===== config.mk =====
export PLATFORM = sky130hd
export DESIGN_NAME = red_pitaya_asg_seq
export DESIGN_NICKNAME = d
export VERILOG_FILES = /design/src/rtl/red_pitaya_asg_seq_pkg.sv /design/src/rtl/red_pitaya_asg_seq_tbl.sv /design/src/rtl/red_pitaya_asg_seq.sv
export SDC_FILE = /design/constraint.sdc
export NUM_CORES = 1
export LEC_CHECK = 0
export BUFFER_PORTS_ARGS = -buffer_cell sky130_fd_sc_hd__buf_2
export CORE_MARGIN = 2
export CORE_UTILIZATION = 55
export CTS_CLUSTER_DIAMETER = 200
export DETAILED_ROUTE_END_ITERATION = 16
export GPL_TIMING_DRIVEN = 1
export PLACE_DENSITY_LB_ADDON = 0.3
export SLEW_MARGIN = 30
export SYNTH_ARGS = -nofsm -noshare
export SYNTH_HDL_FRONTEND = slang
export SYNTH_SLANG_ARGS = --single-unit
export TNS_END_PERCENT = 20

===== constraint.sdc =====
create_clock -name dac_clk_i -period 9.16 [get_ports dac_clk_i]
set_input_delay 0.916 -clock dac_clk_i [delete_from_list [all_inputs] [get_ports dac_clk_i]]
set_output_delay 0.916 -clock dac_clk_i [all_outputs]
set_load 0.005 [all_outputs]

===== src/rtl/red_pitaya_asg_seq_pkg.sv =====
// red_pitaya_asg_seq_pkg
//   Shared types for the ASG segment sequencer: FSM state encoding, the
//   segment table entry layout and the microsecond tick divider.
//   Optional feature macro: ASG_SEQ_DWELL_EN (adds the DWELL state and a
//   per-entry dwell field).
package red_pitaya_asg_seq_pkg;

   // 125 MHz DAC clock -> 1 us tick
   localparam int TICK_DIV = 125;

   // Pointer width for the default buffer (RSZ=14 plus 16 fractional bits)
   localparam int PTR_W = 30;

   typedef enum logic [2:0] {
      ST_IDLE,
      ST_LOAD,
      ST_ARM,
      ST_RUN,
`ifdef ASG_SEQ_DWELL_EN
      ST_DWELL,
`endif
      ST_NEXT
   } seq_state_t;

   typedef struct packed {
      logic [PTR_W-1:0] ofs;
      logic [PTR_W-1:0] size;
      logic [PTR_W-1:0] step;
      logic [15:0]      npass;
`ifdef ASG_SEQ_DWELL_EN
      logic [15:0]      dwell;
`endif
   } seg_entry_t;

   // A pass count of 0 behaves as a single pass
   function automatic logic [15:0] npass_eff(input logic [15:0] n);
      return (n == 16'd0) ? 16'd1 : n;
   endfunction

endpackage


===== src/rtl/red_pitaya_asg_seq_tbl.sv =====
// red_pitaya_asg_seq_tbl
//   NSEG-entry segment table. One write port, one registered read port.
//   All entries and the read register clear on asynchronous reset.
//   Ports:
//     clk_i, rstn_i      clock, asynchronous active-low reset
//     we_i, waddr_i,     write strobe, entry index and full entry
//     wdata_i
//     re_i, raddr_i      read enable and index; read data updates on the
//                        edge where re_i is high
//     rdata_o            registered read data (holds while re_i is low)
//   The read path samples the array before the write lands, so a write on
//   the same edge as a read of that entry returns the old contents.
module red_pitaya_asg_seq_tbl
   import red_pitaya_asg_seq_pkg::*;
#(
   parameter int NSEG = 8,
   parameter int SW   = 3
)(
   input  logic          clk_i,
   input  logic          rstn_i,
   input  logic          we_i,
   input  logic [SW-1:0] waddr_i,
   input  seg_entry_t    wdata_i,
   input  logic          re_i,
   input  logic [SW-1:0] raddr_i,
   output seg_entry_t    rdata_o
);

   seg_entry_t mem_q [NSEG];
   seg_entry_t mem_d [NSEG];
   seg_entry_t rd_q;
   seg_entry_t rd_d;

   always_comb begin
      mem_d = mem_q;
      if (we_i) begin
         mem_d[waddr_i] = wdata_i;
      end
      rd_d = rd_q;
      if (re_i) begin
         rd_d = mem_q[raddr_i];
      end
   end

   always_ff @(posedge clk_i or negedge rstn_i) begin
      if (!rstn_i) begin
         for (int i = 0; i < NSEG; i++) begin
            mem_q[i] <= '0;
         end
         rd_q <= '0;
      end else begin
         mem_q <= mem_d;
         rd_q  <= rd_d;
      end
   end

   assign rdata_o = rd_q;

endmodule


===== src/rtl/red_pitaya_asg_seq.sv =====
// red_pitaya_asg_seq
//   Segment sequencer for one ASG channel (dac_clk_i domain). Plays the
//   segments of a small table back to back: for each segment it loads the
//   channel configuration, releases the channel reset with a software
//   trigger, then counts channel end-of-table pulses until the segment's
//   pass count is reached.
//   Optional feature macro: ASG_SEQ_DWELL_EN -- adds tbl_dwell_i and a
//   DWELL state that holds the channel in reset for dwell x 1 us between
//   segments (using the dwell of the segment just finished).
//   Ports:
//     dac_clk_i, dac_rstn_i           clock, asynchronous active-low reset
//     tbl_we_i, tbl_seg_i, tbl_*_i    table write port (one full entry)
//     seq_len_i, seq_loop_i           active entries, loop enable
//     seq_start_i, seq_stop_i         start / abort pulses
//     ch_wrap_i                       channel end-of-table pulse
//     set_ofs_o/set_size_o/set_step_o channel configuration
//     set_rst_o, trig_sw_o            channel reset and software trigger
//     seq_busy_o, seq_seg_o,          status: busy, current entry,
//     seq_done_o                      natural-completion pulse
module red_pitaya_asg_seq
   import red_pitaya_asg_seq_pkg::*;
#(
   parameter int RSZ  = 14,
   parameter int NSEG = 8,
   parameter int SW   = 3
)(
   input  logic              dac_clk_i,
   input  logic              dac_rstn_i,
   input  logic              tbl_we_i,
   input  logic [SW-1:0]     tbl_seg_i,
   input  logic [RSZ+15:0]   tbl_ofs_i,
   input  logic [RSZ+15:0]   tbl_size_i,
   input  logic [RSZ+15:0]   tbl_step_i,
   input  logic [15:0]       tbl_npass_i,
`ifdef ASG_SEQ_DWELL_EN
   input  logic [15:0]       tbl_dwell_i,
`endif
   input  logic [SW:0]       seq_len_i,
   input  logic              seq_loop_i,
   input  logic              seq_start_i,
   input  logic              seq_stop_i,
   input  logic              ch_wrap_i,
   output logic [RSZ+15:0]   set_ofs_o,
   output logic [RSZ+15:0]   set_size_o,
   output logic [RSZ+15:0]   set_step_o,
   output logic              set_rst_o,
   output logic              trig_sw_o,
   output logic              seq_busy_o,
   output logic [SW-1:0]     seq_seg_o,
   output logic              seq_done_o
);

   localparam int PW = RSZ + 16;

   seq_state_t    state_q, state_d;
   logic [SW-1:0] seg_q, seg_d;
   logic [15:0]   cnt_q, cnt_d;
   logic          set_rst_q, set_rst_d;
   logic          trig_q, trig_d;
   logic          busy_q, busy_d;
   logic          done_q, done_d;
`ifdef ASG_SEQ_DWELL_EN
   logic [6:0]    tick_q, tick_d;
   logic [15:0]   us_q, us_d;
`endif

   logic [SW:0]   seg_nxt;
   logic          last_seg;
   logic          len_ok;
   logic          load_en;
   seg_entry_t    wr_entry;
   seg_entry_t    entry;

   always_comb begin
      wr_entry       = '0;
      wr_entry.ofs   = PTR_W'(tbl_ofs_i);
      wr_entry.size  = PTR_W'(tbl_size_i);
      wr_entry.step  = PTR_W'(tbl_step_i);
      wr_entry.npass = tbl_npass_i;
`ifdef ASG_SEQ_DWELL_EN
      wr_entry.dwell = tbl_dwell_i;
`endif
   end

   // The table read is enabled on the edge that enters LOAD, so the
   // configuration registers hold the entry as it was before that edge.
   red_pitaya_asg_seq_tbl #(
      .NSEG (NSEG),
      .SW   (SW)
   ) i_tbl (
      .clk_i   (dac_clk_i),
      .rstn_i  (dac_rstn_i),
      .we_i    (tbl_we_i),
      .waddr_i (tbl_seg_i),
      .wdata_i (wr_entry),
      .re_i    (load_en),
      .raddr_i (seg_d),
      .rdata_o (entry)
   );

   always_comb begin
      state_d = state_q;
      seg_d   = seg_q;
      cnt_d   = cnt_q;
      done_d  = 1'b0;
`ifdef ASG_SEQ_DWELL_EN
      tick_d  = tick_q;
      us_d    = us_q;
`endif

      seg_nxt  = {1'b0, seg_q} + (SW+1)'(1);
      // A length raised past NSEG mid-run still ends at the last entry
      last_seg = (seg_nxt >= seq_len_i) || (seg_nxt == (SW+1)'(NSEG));
      len_ok   = (seq_len_i != '0) && (seq_len_i <= (SW+1)'(NSEG));

      if (seq_stop_i) begin
         state_d = ST_IDLE;
      end else begin
         case (state_q)
            ST_IDLE: begin
               if (seq_start_i && len_ok) begin
                  seg_d   = '0;
                  state_d = ST_LOAD;
               end
            end
            ST_LOAD: begin
               cnt_d   = '0;
               state_d = ST_ARM;
            end
            ST_ARM: begin
               state_d = ST_RUN;
            end
            ST_RUN: begin
               if (ch_wrap_i) begin
                  cnt_d = cnt_q + 16'd1;
                  if (cnt_d == npass_eff(entry.npass)) begin
                     state_d = ST_NEXT;
                  end
               end
            end
            ST_NEXT: begin
               if (!last_seg) begin
                  seg_d   = seg_nxt[SW-1:0];
                  state_d = ST_LOAD;
`ifdef ASG_SEQ_DWELL_EN
                  // entry still holds the segment that just finished
                  if (entry.dwell != 16'd0) begin
                     tick_d  = '0;
                     us_d    = '0;
                     state_d = ST_DWELL;
                  end
`endif
               end else if (seq_loop_i) begin
                  seg_d   = '0;
                  state_d = ST_LOAD;
               end else begin
                  state_d = ST_IDLE;
                  done_d  = 1'b1;
               end
            end
`ifdef ASG_SEQ_DWELL_EN
            ST_DWELL: begin
               if (tick_q == 7'(TICK_DIV - 1)) begin
                  tick_d = '0;
                  us_d   = us_q + 16'd1;
                  if (us_d == entry.dwell) begin
                     state_d = ST_LOAD;
                  end
               end else begin
                  tick_d = tick_q + 7'd1;
               end
            end
`endif
            default: begin
               state_d = ST_IDLE;
            end
         endcase
      end

      // Outputs are registered decodes of the next state
      load_en   = (state_d == ST_LOAD);
      set_rst_d = !((state_d == ST_ARM) || (state_d == ST_RUN));
      trig_d    = (state_d == ST_ARM);
      busy_d    = (state_d != ST_IDLE);
   end

   always_ff @(posedge dac_clk_i or negedge dac_rstn_i) begin
      if (!dac_rstn_i) begin
         state_q   <= ST_IDLE;
         seg_q     <= '0;
         cnt_q     <= '0;
         set_rst_q <= 1'b1;
         trig_q    <= 1'b0;
         busy_q    <= 1'b0;
         done_q    <= 1'b0;
`ifdef ASG_SEQ_DWELL_EN
         tick_q    <= '0;
         us_q      <= '0;
`endif
      end else begin
         state_q   <= state_d;
         seg_q     <= seg_d;
         cnt_q     <= cnt_d;
         set_rst_q <= set_rst_d;
         trig_q    <= trig_d;
         busy_q    <= busy_d;
         done_q    <= done_d;
`ifdef ASG_SEQ_DWELL_EN
         tick_q    <= tick_d;
         us_q      <= us_d;
`endif
      end
   end

   assign set_ofs_o  = PW'(entry.ofs);
   assign set_size_o = PW'(entry.size);
   assign set_step_o = PW'(entry.step);
   assign set_rst_o  = set_rst_q;
   assign trig_sw_o  = trig_q;
   assign seq_busy_o = busy_q;
   assign seq_seg_o  = seg_q;
   assign seq_done_o = done_q;

endmodule


==> Word level (Yosys, flattened, before mapping) <==
Cells that the tools add are included.
{ "op_classes": {"muxes": 25, "n_addsub": 2, "bitwise_logic": 3, "n_lt_le_gt_ge": 5, "n_eq_ne": 10, "n_reduce_logical": 12} }
{ "op_table": {"columns": ["cell", "n"], "rows": [
  ["848-bit bitwise mux", 1],
  ["106-bit binary-select mux with 3-bit select", 1],
  ["106-bit demux with 3-bit select", 1],
  ["106-bit two-way mux", 3],
  ["16-bit two-way mux", 2],
  ["16-bit case mux with 2 select lines", 1],
  ["3-bit two-way mux", 8],
  ["16-bit by 1-bit adder with 16-bit output, second input constant", 1],
  ["16-bit == test", 1],
  ["16-bit zero test", 1],
  ["3-bit case mux with 5 select lines", 1],
  ["3-bit by 2-bit == test with 1-bit output, second input constant", 4],
  ["4-bit >= comparator, second input constant", 2],
  ["3-bit NOT with 4-bit output", 2],
  ["3-bit by 1-bit == test with 1-bit output, second input constant", 2],
  ["1-bit two-way mux", 6],
  ["3-bit case mux with 2 select lines", 1],
  ["3-bit by 1-bit adder with 4-bit output, second input constant", 1],
  ["4-bit == test, second input constant", 1],
  ["4-bit >= comparator", 1],
  ["4-bit <= comparator, second input constant", 1],
  ["4-bit by 1-bit less-than comparator with 1-bit output, second input constant", 1],
  ["4-bit nonzero test", 1],
  ["3-bit == test, second input constant", 1],
  ["9 further kinds", 12]
]} }
{ "totals": {"in_bits": 120, "ff_bits": 980} }

==> Longest topological paths before layout <==
Gate-level depths: netlist of run 1.
{ "logic_depth": {"word_depth": 10, "depth_mapped": 14, "mapped_depth_nobuf": 11} }

==> By module <==
From an unflattened synthesis of run 1, not the netlist that was laid out.
{ "unflattened": {"hier_cells": 3251, "hier_area_um2": 44609.0} }
{ "modules_own_cells": {"columns": ["mod", "cells_each", "area_each_um2", "n_inst"], "rows": [
  ["red_pitaya_asg_seq_tbl", 3002, 42550.8, 1],
  ["red_pitaya_asg_seq", 249, 2058.2, 1]
]} }

==> Least setup slack after synthesis of run 1 <==
Ideal clock, no wire load.
{ "synth_path": {"kind": "register to register", "start": "reg seg_q[1], in the netlist seq_seg_o[1]", "end": "reg i_tbl.rd_q, in the netlist i_tbl.rdata_o[0]", "arrival_ns": 3.164, "t_required_ns": 9.022, "period_less_slack_ns": 3.303, "path_stages_with_launch": 13, "path_slack_ns": 5.857, "setup_time_ns": 0.138, "path_cell_list": "dfrtp_1 > ha_1 > xnor2_1 > inv_1 > ha_1 > a21oi_1 > o21ai_1 > a2111oi_4 > o31ai_2 > o21ai_1 > buf_2 > clkbuf_1 > o211ai_1"} }
{ "synth_between": {"elab_chain_cells": 10, "word_cells_on_any_way": 17, "classes_between": "add/sub: 1; order compare: 1; eq/ne: 2; mux: 11; bitwise: 1; reduce/logical: 1"} }
{ "synth_rtl": {"columns": ["item", "line_no", "rtl"], "rows": [
  ["start, declared", "red_pitaya_asg_seq.sv:56", "logic [SW-1:0] seg_q, seg_d;"],
  ["start signal, assigned", "red_pitaya_asg_seq.sv:202", "seg_q <= seg_d;"],
  ["3-bit by 1-bit adder with 4-bit output", "red_pitaya_asg_seq.sv:111", "seg_nxt = {1'b0, seg_q} + (SW+1)'(1);"],
  ["4-bit >= comparator / 4-bit == test (equally long branches)", "red_pitaya_asg_seq.sv:113", "last_seg = (seg_nxt >= seq_len_i) || (seg_nxt == (SW+1)'(NSEG));"],
  ["1-bit logical OR", "red_pitaya_asg_seq.sv:113", null],
  ["3-bit two-way mux", "red_pitaya_asg_seq.sv:142", "if (!last_seg) begin"],
  ["3-bit case mux with 2 select lines", "red_pitaya_asg_seq.sv:119", "case (state_q)"],
  ["3-bit two-way mux", "red_pitaya_asg_seq.sv:116", "if (seq_stop_i) begin"],
  ["3-bit NOT with 4-bit output (implied by the code)", "red_pitaya_asg_seq_tbl.sv:41", "rd_d = mem_q[raddr_i];"],
  ["106-bit binary-select mux with 3-bit select", "red_pitaya_asg_seq_tbl.sv:41", null],
  ["106-bit two-way mux (implied by the code) (2 in series)", "red_pitaya_asg_seq_tbl.sv:41", null],
  ["end signal, assigned", "red_pitaya_asg_seq_tbl.sv:53", "rd_q <= rd_d;"],
  ["end, declared", "red_pitaya_asg_seq_tbl.sv:31", "seg_entry_t rd_q;"]
]} }
Several ways; a longest one is shown, not always the timed one. The select of a mux whose other input is x is not followed.
A chain may end at the register's enable or synchronous reset.

==> Worst setup path after layout of run 1 <==
{ "layout_path": {"start": "reg seg_q[0], in the netlist seq_seg_o[0]", "end": "reg i_tbl.rd_q, in the netlist i_tbl.rdata_o[87]"} }
Same word-level chain as after synthesis.

==> impl_metrics.py, run 1 <==
metrics = {
    "cts": {
        "clk_pin_slew_worst_paths_ps": 60,
        "clock_insertion_delay_worst_skew_ps": 640,
        "tritoncts": "yes",
        "cts_setup_buffers": 0,
        "holdBufCountCts": 0,
        "root_buffer": "sky130_fd_sc_hd__clkbuf_16",
        "cts.repair.resized": 0,
        "cts.sinks": 980,
        "tritoncts.num_buffers": 101,
        "h_tree_depth_reported_by_cts": 3,
        "cts_buffer_depth": 3,
    },
    "setup_path": {
        "crit_chain": "ha_1 -> xnor2_1 -> inv_1 -> ha_1 -> nand2_1 -> o21ai_1 -> a21oi_1 -> nand2_4 -> buf_4 -> buf_4 -> a22o_1 -> a21oi_1 -> o211ai_1",
        "worst_path_dominant_cell_family": "buffers and inverters",
        "worstSetupPathType": "flip-flop to flip-flop",
        "worst_path_largest_cell_delay_ps": 680,
        "worstPathRequired_ps": 9710,
        "ff2ff_setup_slack_ps": 3920,
        "timing.critical_path.slowest_stage_cell": "sky130_fd_sc_hd__buf_4",
        "crit_fanout": 37,
        "cp-start-kind": "flip-flop",
        "crit_path_end_kind": "flip-flop",
        "cp.buffers_inverters": 3,
        "crit_arrival_ps": 5790,
    },
    "sta": {
        "final.period_utilization_pct": 57.2,
        "rsz0062_at_grt": "no",
        "pins_over_their_slew_limit": 0,
        "tightestPinTransition_ps": 1040,
        "final_period_minus_worst_setup_slack_ps": 5240,
        "timing.slew.headroom_pct": 30.6,
        "report.final.setup_viol": 0,
        "finClkSkew_ps": 17.2,
        "setup_total_negative_slack_ps": 0,
        "finalHoldViolCount": 0,
        "max_clock_freq_mhz": 191,
    },
    "layout": {
        "layout.core_utilization_pct": 61.6,
        "multiInputGateArea_um2": 17500,
        "area_of_all_placed_cells_without_fillers_um2": 48500,
        "proportion_of_layout_cells_with_a_drive_suffix_above_1_pct": 39.6,
        "regArea_um2": 24500,
        "filler_cell_count": 5709,
        "stdcell_count": 4314,
        "fin_nets": 3290,
        "flow.area_growth_from_synthesis_pct": 11.3,
    },
    "floorplanning": {
        "rows": 103,
        "floorplan.io_pins": 217,
        "placeableCoreArea_um2": 78700,
        "die-width_um": 286,
        "initial_core_util_pct": 55.4,
        "floorplan.die_area_um2": 81500,
        "die_y_um": 286,
    },
    "drt": {
        "drt_iter0_markers": 1754,
        "drt_wl_total_mm": 103,
        "drtAntennaViolNets": 0,
        "drt_pass1_iterations": 5,
        "drcViolationCount": 0,
        "routed-via-count": 26300,
        "route.detailed.wl_per_inst_um": 23.9,
        "drt-vias-per-instance": 6.10,
    },
    "global_routing": {
        "grt_usage_pct": 25.4,
        "globalRoute.totalOverflow": 0,
        "grt_start_max_net_pins": 207,
        "grt_first_pass_wirelength_mm": 163,
        "via_count_of_the_first_global_routing_pass": 28100,
        "antenna_found_initial": 27,
    },
    "synth": {
        "seq_area_frac_synth_pct": 56.3,
        "post_synth_main_area_contributors": "sky130_fd_sc_hd__dfrtp_1 56%, sky130_fd_sc_hd__mux2_2 22%, sky130_fd_sc_hd__mux2i_1 7.4%",
        "yosysTopAreaCellShare_pct": 56.2,
        "post_synth.cell_area_avg_um2": 14.0,
        "yosysUniqueCellTypes": 61,
        "ys.flop_type": "sky130_fd_sc_hd__dfrtp_1",
        "post_synth_net_total": 3240,
        "synthesized_netlist_cell_count": 3114,
        "synth_edf_count": 0,
        "synth_async_sr_flop_share_pct": 100,
        "synthDominantAreaCellType": "sky130_fd_sc_hd__dfrtp_1",
        "netlist_top_cells_count": "979 x sky130_fd_sc_hd__dfrtp_1, 851 x sky130_fd_sc_hd__mux2_2, 324 x sky130_fd_sc_hd__mux2i_1",
        "synth-seq-cells": 980,
        "netlist_area_um2": 43600,
        "yosys_warnings": 0,
        "synthMostInstantiatedCell": "sky130_fd_sc_hd__dfrtp_1",
    },
    "placed_design": {
        "gp_routability_congestion": 0.845,
        "placed_area_um2": 44900,
        "dp_hpwl_mm": 52.6,
        "port-buffer-count": 216,
        "numPlacedInstances": 4107,
    },
    "job": {
        "number_of_max_cap_violations": 0,
    },
    "pwr": {
        "power.ir.vdd_worst_mv": 0.172,
        "power.leakage_nw": 22.8,
        "power_density_nw_per_um2": 253,
    },
    "hold_path": {
        "hp-class": "primary input to async pin",
    },
    "outcome": {
        "outcome": "finished clean",
    },
}
==> logic make-up after synthesis <==
family          synth area share [%]
mux                             29.4
xor+xnor                       0.321
buf+inv                         3.73
flops                           56.3
simple gates                    1.63
fa+ha+maj                      0.172
compound gates                  8.46
==> final cells by class <==
cell class | instances | share of cell area [%]
antenna | 18 | 0.0928
clock buffer | 148 | 6.15
clock inverter | 37 | 0.951
inverter | 12 | 0.0928
multi-input combinational | 1820 | 36.1
sequential | 980 | 50.5
tap | 1050 | 2.71
timing repair buffer | 249 | 3.37
==> worst paths after layout <==
| kind | startpoint | to | depth (start not counted) |
|---|---|---|---|
| setup / recovery | seq_seg_o[0] | i_tbl.rdata_o[87] | 13 |
| hold / removal | dac_rstn_i | i_tbl.rdata_o[81] | 1 |
| setup reg to reg | seq_seg_o[0] | i_tbl.rdata_o[87] | 13 |
| hold reg to reg | i_tbl.mem_q[25] | i_tbl.mem_q[25] | 1 |
| max in group asynchronous | dac_rstn_i | i_tbl.mem_q[25] | 5 |
| min in group dac_clk_i | i_tbl.mem_q[25] | i_tbl.mem_q[25] | 1 |
==> layout by cell type, fill, tap and decap left out, types with 16 or more instances in the layout <==
| cell | count |
|---|---|
| sky130_fd_sc_hd__clkbuf_1 | 21 |
| sky130_fd_sc_hd__diode_2 | 18 |
| sky130_fd_sc_hd__o21ai_0 | 25 |
| sky130_fd_sc_hd__clkbuf_8 | 24 |
| sky130_fd_sc_hd__a22o_1 | 107 |
| sky130_fd_sc_hd__mux2_2 | 851 |
| sky130_fd_sc_hd__o211ai_1 | 106 |
| sky130_fd_sc_hd__buf_2 | 215 |
| sky130_fd_sc_hd__dfrtp_1 | 979 |
| sky130_fd_sc_hd__clkinv_2 | 19 |
| sky130_fd_sc_hd__clkbuf_16 | 103 |
| sky130_fd_sc_hd__mux2i_1 | 324 |
| sky130_fd_sc_hd__a21oi_1 | 117 |
| sky130_fd_sc_hd__o22a_1 | 105 |
| sky130_fd_sc_hd__buf_12 | 16 |
| sky130_fd_sc_hd__nor3_1 | 17 |
| sky130_fd_sc_hd__nand2_1 | 32 |
==> routing by layer <==
layer / track usage (%) / part of all wire, % / vias up
li1: - / - / 11500
met1: 35.0 / 44 / 13900
met2: 40.8 / 48 / 694
met3: 4.86 / 5.8 / 155
met4: 8.29 / 1.9 / 22
met5: 0 / 0.13 / -
==> worst reg2reg max path: stages (launching register included) <==
cell and delay [ps]:
sky130_fd_sc_hd__dfrtp_1 540, sky130_fd_sc_hd__ha_1 330, sky130_fd_sc_hd__xnor2_1 560, sky130_fd_sc_hd__inv_1 120
sky130_fd_sc_hd__ha_1 340, sky130_fd_sc_hd__nand2_1 70, sky130_fd_sc_hd__o21ai_1 430, sky130_fd_sc_hd__a21oi_1 320
sky130_fd_sc_hd__nand2_4 580, sky130_fd_sc_hd__buf_4 670, sky130_fd_sc_hd__buf_4 700, sky130_fd_sc_hd__a22o_1 320
sky130_fd_sc_hd__a21oi_1 50, sky130_fd_sc_hd__o211ai_1 130
==> sequential cells by signal (all words and copies together), names as in the netlist <==
name and count:
cnt_q 16, i_tbl.mem_q 848, i_tbl.rdata_o 106, seq_busy_o 1
seq_done_o 1, seq_seg_o 3, set_rst_o 1, state_q 3
trig_sw_o 1
==> stage by stage <==
stage                     power, mW  hold WS [ps]  setup slack (ps)
final                          12.3           122              3920
after detailed placement       8.15           492              4070
after global routing           12.9           108              3710
after CTS                      12.4           324              4030
after floorplan                7.55           479              5860
after global placement         7.96           486              3990
==> where the power goes <==
group	internal (mW)	leakage [nW]	switching, mW
registers	5.36	11.9	0.598
logic	1.23	9.23	0.882
clock network	2.53	1.71	1.68
Power figures use the tool's default switching activity.
==> inputs of run 2 (changes only) <==
--- a/config.mk
+++ b/config.mk
@@ -5,6 +5,7 @@
 export SDC_FILE = /design/constraint.sdc
 export NUM_CORES = 1
 export LEC_CHECK = 0
+export ABC_AREA = 1
 export BUFFER_PORTS_ARGS = -buffer_cell sky130_fd_sc_hd__buf_2
 export CORE_MARGIN = 2
 export CORE_UTILIZATION = 55
==> constraint.sdc (replaced) <==
create_clock -name dac_clk_i -period 4.8 [get_ports dac_clk_i]
set_input_delay 0.48 -clock dac_clk_i [delete_from_list [all_inputs] [get_ports dac_clk_i]]
set_output_delay 0.48 -clock dac_clk_i [all_outputs]
set_load 0.005 [all_outputs]
==> run 2 against run 1 <==
Effect of this change: hold slack worse by 96 ps; non-clock buffer count increased by 66; highest routed layer unchanged; final cell count rose by 75%; setup slack got worse by 2700 ps; combinational power increased to 2.8 times the previous value; clock skew up 12 ps.
==> impl_metrics.py, run 2 <==
metrics = {
    "sta": {
        "max_clock_freq_mhz": 280,
        "final_period_minus_worst_setup_slack_ps": 3570,
        "final.period_utilization_pct": 74.5,
        "tightestPinTransition_ps": 1030,
        "pins_over_their_slew_limit": 0,
        "report.final.setup_viol": 0,
        "timing.slew.headroom_pct": 31.0,
        "finalHoldViolCount": 0,
        "layout_setup_ws_ps": 1230,
        "rsz0062_at_grt": "no",
        "setup_total_negative_slack_ps": 0,
        "finClkSkew_ps": 29.7,
    },
    "floorplanning": {
        "rows": 108,
        "floorplan.io_pins": 217,
        "die_y_um": 299,
        "initial_core_util_pct": 55.4,
        "placeableCoreArea_um2": 86600,
        "die-width_um": 299,
        "floorplan.die_area_um2": 89700,
    },
    "pwr": {
        "power.leakage_nw": 28.7,
        "power_density_nw_per_um2": 481,
        "p_clk_share_pct": 33.8,
        "pwr-share-seq_pct": 43.4,
        "sw_frac_of_total_pct": 31.7,
        "internal-power_mw": 17.5,
        "combPwrFrac_pct": 22.8,
        "power_switching_mw": 8.12,
        "power.ir.vdd_worst_mv": 0.287,
    },
    "synth": {
        "netlist_top_cells_count": "2122 x sky130_fd_sc_hd__nand2_1, 994 x sky130_fd_sc_hd__o21ai_0, 979 x sky130_fd_sc_hd__dfrtp_1",
        "synth_edf_count": 0,
        "synth_async_sr_flop_share_pct": 100,
        "seq_area_frac_synth_pct": 51.1,
        "synthesized_netlist_cell_count": 6397,
        "post_synth_net_total": 6523,
        "synth-seq-cells": 980,
        "yosys_warnings": 0,
        "post_synth.cell_area_avg_um2": 7.51,
        "yosysUniqueCellTypes": 36,
        "post_synth_main_area_contributors": "sky130_fd_sc_hd__dfrtp_1 51%, sky130_fd_sc_hd__nand2_1 17%, sky130_fd_sc_hd__o21ai_0 10%",
        "synthDominantAreaCellType": "sky130_fd_sc_hd__dfrtp_1",
        "yosysTopAreaCellShare_pct": 51.0,
        "ys.flop_type": "sky130_fd_sc_hd__dfrtp_1",
        "synthMostInstantiatedCell": "sky130_fd_sc_hd__nand2_1",
        "netlist_area_um2": 48000,
    },
    "global_routing": {
        "grt_first_pass_wirelength_mm": 216,
        "grt_start_max_net_pins": 171,
        "grt_usage_pct": 30.2,
        "antenna_found_initial": 6,
        "globalRoute.totalOverflow": 0,
        "via_count_of_the_first_global_routing_pass": 38900,
    },
    "cts": {
        "root_buffer": "sky130_fd_sc_hd__clkbuf_16",
        "h_tree_depth_reported_by_cts": 3,
        "cts.repair.resized": 0,
        "tritoncts.num_buffers": 103,
        "clock_insertion_delay_worst_skew_ps": 680,
        "holdBufCountCts": 8,
        "cts_setup_buffers": 0,
        "cts_buffer_depth": 3,
        "tritoncts": "yes",
        "cts.sinks": 980,
        "clk_pin_slew_worst_paths_ps": 60,
    },
    "hold_path": {
        "hold_start": "tbl_npass_i[7]",
        "hp-class": "primary input to flip-flop",
    },
    "drt": {
        "drt_wl_total_mm": 134,
        "drt-vias-per-instance": 5.50,
        "route.detailed.wl_per_inst_um": 17.8,
        "drt_iter0_markers": 4018,
        "drtAntennaViolNets": 0,
        "drt_pass1_iterations": 5,
        "routed-via-count": 41400,
        "drcViolationCount": 0,
    },
    "setup_path": {
        "worstSetupPathType": "flip-flop to flip-flop",
        "crit_arrival_ps": 4140,
        "ff2ff_setup_slack_ps": 1230,
        "cp-start-kind": "flip-flop",
        "worst_r2r_path_depth": 18,
        "worstPathRequired_ps": 5360,
        "worst_reg2reg_path_startpoint": "seq_seg_o[0]",
        "crit_fanout": 121,
        "critical_path.reg2reg.endpoint": "i_tbl.rdata_o[63]",
        "crit_path_end_kind": "flip-flop",
        "crit_path_from": "seq_seg_o[0]",
        "critical_path.endpoint": "i_tbl.rdata_o[63]",
    },
    "placed_design": {
        "port-buffer-count": 216,
        "pre_cts_ws_ps": 1230,
        "gp_routability_congestion": 0.856,
        "numPlacedInstances": 7337,
        "dp_hpwl_mm": 72.4,
    },
    "layout": {
        "flow.area_growth_from_synthesis_pct": 10.8,
        "most_frequent_standard_cell_in_the_layout_excluding_fill_and_tap_cells": "sky130_fd_sc_hd__nand2_1",
        "regArea_um2": 24500,
        "stdcell_count": 7537,
        "commonest_non_fill_non_tap_cells_in_the_layout": "2113 x sky130_fd_sc_hd__nand2_1, 994 x sky130_fd_sc_hd__o21ai_0, 979 x sky130_fd_sc_hd__dfrtp_1",
        "largest_register_ff_count": 848,
        "multiInputGateArea_um2": 18100,
        "fin_nets": 6423,
        "filler_cell_count": 7620,
        "regMostFlops": "i_tbl.mem_q",
        "proportion_of_layout_cells_with_a_drive_suffix_above_1_pct": 8.18,
    },
    "job": {
        "number_of_max_cap_violations": 0,
    },
    "outcome": {
        "outcome": "finished clean",
    },
}
==> run 2: changes by cell type after synthesis, moves of 105 or more <==
cell                       before   now
sky130_fd_sc_hd__mux2_2       851     0
sky130_fd_sc_hd__nand3_1       12   780
sky130_fd_sc_hd__o21ai_0       25   994
sky130_fd_sc_hd__nand2_1       33  2122
sky130_fd_sc_hd__o22a_1       105     0
sky130_fd_sc_hd__inv_1         12   796
sky130_fd_sc_hd__mux2i_1      324     0
sky130_fd_sc_hd__a21oi_1      117     8
sky130_fd_sc_hd__a22o_1       107     0
sky130_fd_sc_hd__clkbuf_1     148   301
sky130_fd_sc_hd__o211ai_1     106     0
==> run 2: layout make-up <==
class / instances / area share, %
Sequential cell: 980 / 46.1
Multi-Input combinational cell: 4097 / 34.1
Clock buffer: 150 / 5.92
Inverter: 800 / 5.65
Timing Repair Buffer: 315 / 4.42
Tap cell: 1155 / 2.72
Clock inverter: 38 / 1.07
Antenna cell: 2 / 0.00941
==> run 2: metal layers <==
layer  track usage (%)  vias to the layer above  part of all wire [%]  wire length (um)
met5                 0                        -                 0.025                34
met4              9.56                        6                   2.4              3230
met3              3.94                      238                   7.7             10300
met2              48.6                     1628                    47             62600
met1              42.7                    19700                    43             58000
li1                  -                    19800                     -                 -
==> run 2: critical path, cell delays in order (launching register included) <==
cell                       delay, ps
sky130_fd_sc_hd__dfrtp_1         450
sky130_fd_sc_hd__ha_1            260
sky130_fd_sc_hd__xnor2_1         140
sky130_fd_sc_hd__inv_1            70
sky130_fd_sc_hd__ha_1            290
sky130_fd_sc_hd__nand2_1          70
sky130_fd_sc_hd__inv_1            50
sky130_fd_sc_hd__nand2_1          70
sky130_fd_sc_hd__nand4_2         150
sky130_fd_sc_hd__o21bai_4        230
sky130_fd_sc_hd__buf_4           280
sky130_fd_sc_hd__buf_12          580
sky130_fd_sc_hd__nand3_1         190
sky130_fd_sc_hd__nand2_1         120
sky130_fd_sc_hd__nand3_1          70
sky130_fd_sc_hd__nand3_1         120
sky130_fd_sc_hd__nand2_1          70
sky130_fd_sc_hd__nand3_1          80
sky130_fd_sc_hd__nand2_1          70
==> run 2: power groups by stage <==
stage / registers [mW] / clock network, mW / logic [mW]
final: 11.1 / 8.66 / 5.83
after detailed placement: 11.2 / 0 / 5.79
after global placement: 11.2 / 0 / 5.65
after CTS: 11.1 / 8.76 / 5.85
after floorplan: 10.8 / 0 / 4.40
after global routing: 11.3 / 9.12 / 6.72
==> run 2: worst min-delay path by stage <==
stage / to / depth (start not counted)
2_1_floorplan: cnt_q[0] / 0
3_3_place_gp: i_tbl.rdata_o[76] / 2
3_5_place_dp: i_tbl.rdata_o[43] / 2
4_1_cts: i_tbl.mem_q[8] / 3
5_1_grt: i_tbl.mem_q[8] / 3
6_report: i_tbl.mem_q[7] / 3
==> run 2: stage by stage <==
stage	power, mW	hold slack, ps	utilization [%]	cell area, um^2
2_1_floorplan	15.2	184	-	48000
3_3_place_gp	16.8	450	56.9	49300
3_5_place_dp	17.0	454	56.9	49300
4_1_cts	25.7	0.410	61.3	53100
5_1_grt	27.1	21.2	61.4	53200
6_report	25.6	25.6	61.4	53200
==> run 2: kinds of logic after synthesis <==
kind of cell	after synthesis	synth area share (%)
adders and majority gates	6	0.156
buffers and inverters	1320	11.5
xor gates and xnor gates	3	0.0834
AOI/OAI and AO/OA	1094	11.5
and+or+nand+nor	2994	25.7
DFF	980	51.1
